### config.mk
export PLATFORM = sky130hd
export DESIGN_NAME = approx_slice_add_seq
export DESIGN_NICKNAME = d
export VERILOG_FILES = /design/src/rtl/approx_seq_pkg.sv /design/src/rtl/approx_slice_mux.sv /design/src/rtl/approx_slice_add_seq.sv
export SDC_FILE = /design/constraint.sdc
export NUM_CORES = 1
export LEC_CHECK = 0
export CAP_MARGIN = 0
export CELL_PAD_IN_SITES_DETAIL_PLACEMENT = 1
export CELL_PAD_IN_SITES_GLOBAL_PLACEMENT = 2
export CORE_MARGIN = 3
export CORE_UTILIZATION = 32
export CTS_CLUSTER_DIAMETER = 80
export DETAILED_ROUTE_END_ITERATION = 8
export PLACE_DENSITY = 0.94
export SLEW_MARGIN = 15
export SYNTH_ARGS = -nofsm -noshare
export SYNTH_HDL_FRONTEND = slang
export SYNTH_SLANG_ARGS = --single-unit
### constraint.sdc
create_clock -name clk -period 4.3 [get_ports clk]
set_input_delay 0.86 -clock clk [delete_from_list [all_inputs] [get_ports clk]]
set_output_delay 0.86 -clock clk [all_outputs]
set_load 0.05 [all_outputs]
### src/rtl/approx_seq_pkg.sv
// Shared types and sizing helpers for the slice-sequenced adder.
package approx_seq_pkg;

  typedef enum logic [1:0] {
    StIdle,
    StRun,
    StDone
  } state_e;

  function automatic int unsigned num_slices(int unsigned width, int unsigned slice);
    return (width + slice - 1) / slice;
  endfunction

  // Index width, never below one bit so a single-slice build still has a legal vector.
  function automatic int unsigned idx_width(int unsigned n);
    return (n > 1) ? $clog2(n) : 1;
  endfunction

  localparam int unsigned IDX_W = idx_width(num_slices(8, 3));

endpackage

### src/rtl/approx_slice_mux.sv
// Picks the current slice of the latched operands and its approx-select bit by index.
module approx_slice_mux
  import approx_seq_pkg::*;
#(
  parameter int unsigned SLICE      = 3,
  parameter int unsigned NUM_SLICES = 3,
  parameter int unsigned IW         = 2
) (
  input  logic [NUM_SLICES*SLICE-1:0] a,
  input  logic [NUM_SLICES*SLICE-1:0] b,
  input  logic [NUM_SLICES-1:0]       mask,
  input  logic [IW-1:0]               idx,
  input  logic                        run,
  output logic [SLICE-1:0]            sl_a,
  output logic [SLICE-1:0]            sl_b,
  output logic                        sl_sel_approx
);

  always_comb begin
    sl_a          = '0;
    sl_b          = '0;
    sl_sel_approx = 1'b0;
    if (run) begin
      for (int i = 0; i < int'(NUM_SLICES); i++) begin
        if (idx == IW'(i)) begin
          sl_a          = a[i*SLICE +: SLICE];
          sl_b          = b[i*SLICE +: SLICE];
          sl_sel_approx = mask[i];
        end
      end
    end
  end

endmodule

### src/rtl/approx_slice_add_seq.sv
// WIDTH-bit adder built by stepping one external SLICE-bit adder unit across the operands,
// LSB slice first, with the inter-slice carry held in a register.
module approx_slice_add_seq
  import approx_seq_pkg::*;
#(
  parameter int unsigned WIDTH = 8,
  parameter int unsigned SLICE = 3,
  parameter int unsigned CNT_W = 16,
  localparam int unsigned NUM_SLICES = num_slices(WIDTH, SLICE)
) (
  input  logic                  clk,
  input  logic                  rst_n,
  input  logic                  in_valid,
  output logic                  in_ready,
  input  logic [WIDTH-1:0]      in_a,
  input  logic [WIDTH-1:0]      in_b,
  input  logic                  in_cin,
  input  logic [NUM_SLICES-1:0] in_approx_mask,
  output logic [SLICE-1:0]      sl_a,
  output logic [SLICE-1:0]      sl_b,
  output logic                  sl_cin,
  output logic                  sl_sel_approx,
  input  logic [SLICE-1:0]      sl_sum,
  input  logic                  sl_cout,
  output logic                  out_valid,
  input  logic                  out_ready,
  output logic [WIDTH-1:0]      out_sum,
  output logic                  out_cout,
  output logic                  busy,
  output logic [CNT_W-1:0]      op_count
);

  localparam int unsigned PW = NUM_SLICES * SLICE;
  localparam int unsigned IW = idx_width(NUM_SLICES);
  localparam logic [IW-1:0] LastIdx = IW'(NUM_SLICES - 1);

  state_e                state_q;
  logic [IW-1:0]         idx_q;
  logic                  carry_q;
  logic [PW-1:0]         a_q, b_q, result_q, result_d;
  logic [NUM_SLICES-1:0] mask_q;
  logic                  out_valid_q;
  logic [WIDTH-1:0]      out_sum_q;
  logic                  out_cout_q;
  logic [CNT_W-1:0]      op_count_q;
  logic                  run;
  logic                  final_cout;

  assign run = (state_q == StRun);

  approx_slice_mux #(
    .SLICE      (SLICE),
    .NUM_SLICES (NUM_SLICES),
    .IW         (IW)
  ) u_mux (
    .a             (a_q),
    .b             (b_q),
    .mask          (mask_q),
    .idx           (idx_q),
    .run           (run),
    .sl_a          (sl_a),
    .sl_b          (sl_b),
    .sl_sel_approx (sl_sel_approx)
  );

  always_comb begin
    result_d = result_q;
    for (int i = 0; i < int'(NUM_SLICES); i++) begin
      if (idx_q == IW'(i)) result_d[i*SLICE +: SLICE] = sl_sum;
    end
  end

  // With padding the top sum bit of the last slice is the carry out of bit WIDTH-1.
  if (WIDTH % SLICE != 0) begin : g_pad
    assign final_cout = result_d[WIDTH];
  end else begin : g_nopad
    assign final_cout = sl_cout;
  end

  always_ff @(posedge clk or negedge rst_n) begin
    if (!rst_n) begin
      state_q     <= StIdle;
      idx_q       <= '0;
      carry_q     <= 1'b0;
      a_q         <= '0;
      b_q         <= '0;
      mask_q      <= '0;
      result_q    <= '0;
      out_valid_q <= 1'b0;
      out_sum_q   <= '0;
      out_cout_q  <= 1'b0;
      op_count_q  <= '0;
    end else begin
      unique case (state_q)
        StIdle: begin
          if (in_valid) begin
            a_q     <= PW'(in_a);
            b_q     <= PW'(in_b);
            carry_q <= in_cin;
            mask_q  <= in_approx_mask;
            idx_q   <= '0;
            state_q <= StRun;
          end
        end
        StRun: begin
          result_q <= result_d;
          carry_q  <= sl_cout;
          idx_q    <= idx_q + IW'(1);
          if (idx_q == LastIdx) begin
            state_q     <= StDone;
            out_valid_q <= 1'b1;
            out_sum_q   <= result_d[WIDTH-1:0];
            out_cout_q  <= final_cout;
          end
        end
        StDone: begin
          if (out_ready) begin
            state_q     <= StIdle;
            out_valid_q <= 1'b0;
            if (op_count_q != '1) op_count_q <= op_count_q + CNT_W'(1);
          end
        end
        default: state_q <= StIdle;
      endcase
    end
  end

  assign in_ready  = (state_q == StIdle);
  assign busy      = (state_q != StIdle);
  assign sl_cin    = run & carry_q;
  assign out_valid = out_valid_q;
  assign out_sum   = out_sum_q;
  assign out_cout  = out_cout_q;
  assign op_count  = op_count_q;

endmodule

==> qor.csv, run 1 <==
metric,value,unit
status,"finished, final reports clean",
non-filler cells in the finished layout,424,
layout overhead on the synthesized area,30.02,%
initial core utilization,0.3335,
main flop type after synthesis,dfrtp_1,
crit-path max FO,6,
worst min-delay path class,flop to flop,
Worst Path Buf+Inv,2,
GP Congestion,0.7997,
Hold Slack,0.4895,ns
maximum clock rate,0.2681,GHz
NumNets Final,353,
Pwr Total,2.414,mW
period utilization,0.8674,
hold path startpoint,out_sum[7],
vias per cell,4.797,
Ports,64,
GR Overflow Total,0,
CTS tree,built,
register bit total from synthesis,56,
Max Clock Skew,0.01305,ns
"EDFF count, synth",0,
Final Hold Fails,0,
number of global-route vias before repair,2171,
Worst slew margin,0.4852,
worst-margin pin slew,0.7722,ns
core area,7848,sq um
die height,96.44,um
"Distinct cells, synth",32,
area of the multi-input gates,1137,sq um
register area,1401,sq um
reg2reg start,idx_q[0],
IO Port Bufs,63,
CTS clock-pin slew for the worst setup and hold paths,0.10,ns
total number of vias,2034,
DRC errors left,0,
Worst path slowest cell,clkdlybuf4s50_1,
clock buffer depth,2,
root buffer cell,clkbuf_8,
Setup TNS Final,0,ns
sequential share of the synthesized area,0.5354,
Setup CP Type,flop to output port,
hold_buf cts,0,
required time worst endpoint,3.44,ns
Worst Setup SP,idx_q[0],
initial drt markers,38,
peak supply drop,324.2,uV
post-route antenna net violation count,0,
Num Clock Sinks,56,
initial antenna violation count,0,
GRT Resource Usage Total,0.1458,
syn_nets,295,
Syn Inst Count,263,
Pleak,1.563,nW
async set or reset register ratio after synthesis,1.000,
PwrDens,709.2,nW/um^2
drt wl/cell,15.00,um
CP peak stage delay,0.84,ns
CTS Buf Count,5,
fraction of layout cells with a size suffix above 1,0.07143,
placed insts,416,
average size of a mapped cell,9.953,sq um
RSZ-0062 raised after global routing,false,
first-pass GRT wire length,10560,um
H-tree Lvls,2,
clk_lat worst skew,0.31,ns
CP Cell Sequence,inv_1 -> ha_1 -> nor2b_1 -> a221oi_1 -> nor3_1 -> clkdlybuf4s50_1,
post_cts resized,0,
diode count,0,
synthesized area,2618,sq um
# rows,32,
CP startpoint kind,flop,
Crit. End Element,output port,
final setup vio count,0,
full die area,9301,sq um
Post-Route WL,6360,um
HPWL after DPL,4582,um
fillers,930,
CP top delay family,buffers and inverters,
max cap viols,0,
post-layout min period,3.730,ns
Die X,96.44,um
largest net degree at the start of global routing,31,
Pre-antenna DRT Iters,4,
Final Max Slew Viols,0,
setup bufs post-CTS,0,
synth warn,0,
crit path DAT,2.87,ns
==> metal layers <==
metal	vias to the layer above	GRT usage	wire, um
met2	47	0.2500	3108
met4	0	0.03505	36
li1	989	-	-
met3	4	0.03176	294
met1	994	0.1875	2920
met5	-	0	0
==> kinds of logic after synthesis <==
| logic type | count (synthesis) | share of synthesized area |
|---|---|---|
| flops | 56 | 0.5354 |
| mux | 13 | 0.05306 |
| xor+xnor | 15 | 0.05019 |
| buf+inv | 17 | 0.03012 |
| simple gates | 138 | 0.2634 |
| fa+ha+maj | 4 | 0.01912 |
| compound gates | 20 | 0.04876 |
==> layout by cell type, fill, tap and decap left out, drive strengths merged, types with 4 or more instances in the layout <==
master and n:
nor4 5, clkbuf 7, nand3 10, a221oi 4, ha 4, dfrtp 56, nor2 4, nand2 85
mux2i 6, mux2 7, nor2b 6, clkdlybuf4s50 62, xor2 15, o21ai 9, nor3 13
==> stage by stage <==
step | setup slack [ns] | utilization | instance area [sq um]
3_3_place_gp | 0.9891 | 0.4228 | 3318
2_1_floorplan | 1.115 | - | 2618
6_report | 0.5702 | 0.4337 | 3403
3_5_place_dp | 0.9356 | 0.4228 | 3318
4_1_cts | 0.5524 | 0.4337 | 3403
5_1_grt | 0.3640 | 0.4337 | 3403
==> cells in the mapped netlist, drive strengths merged (2+ instances only) <==
master	number	area share
dfrtp	56	0.54
nand3b	2	0.0057
inv	3	0.0043
xor2	15	0.050
a221oi	4	0.013
nand2	85	0.12
nand4	3	0.0072
o21ai	9	0.017
buf	4	0.011
ha	4	0.019
nor3	13	0.025
nand3	10	0.019
a22oi	3	0.0086
nand2b	2	0.0048
nor4	5	0.032
clkbuf	10	0.014
nor2b	6	0.014
mux2i	6	0.023
and4	2	0.0076
a21oi	2	0.0038
and3	2	0.0048
mux2	7	0.030
and2	2	0.0048
nor2	4	0.0057
==> sequential cells by signal, summed over array words and instances, names as in the netlist <==
register   count
out_sum        8
out_valid      1
idx_q          2
out_cout       1
state_q        2
result_q       6
op_count      16
b_q            8
mask_q         3
carry_q        1
a_q            8
==> final timing paths <==
kind	slack (ns)	end	cells after the start
hold reg to reg	0.49	out_sum[7]	2
min in group asynchronous	0.57	mask_q[0]	1
setup / recovery	0.57	sl_b[0]	6
setup reg to reg	2.31	out_sum[3]	4
max in group asynchronous	2.89	out_sum[7]	2
hold / removal	0.49	out_sum[7]	2
==> tightest hold or removal path: cells and delay by family (launching register included) <==
family	cells	cell delay, ns
flip-flops	1	0.35
AND/OR/NAND/NOR	2	0.10
==> area by class of cell <==
| cell class | count | share of cell area |
|---|---|---|
| clock inverters | 1 | 0.002574 |
| inverters | 3 | 0.003309 |
| flip-flops and latches | 56 | 0.4118 |
| repair buffers | 65 | 0.1882 |
| well taps | 102 | 0.03750 |
| clock buffers | 7 | 0.02243 |
| multi-input cells | 190 | 0.3342 |
==> report_power, final <==
group / switching (mW) / internal [mW] / total, mW
registers: 0.135 / 0.727 / 0.862
logic: 0.823 / 0.441 / 1.26
clock network: 0.171 / 0.117 / 0.288
total: 1.13 / 1.28 / 2.41
Note: power is estimated with default switching activity, not from simulation.
==> run 2, diff against run 1 <==
- CTS_CLUSTER_SIZE: unset -> 25
- SETUP_SLACK_MARGIN: unset -> 0.2
==> results of run 2 <==
No change in the layout: final DEF, timing and power equal those of run 1.
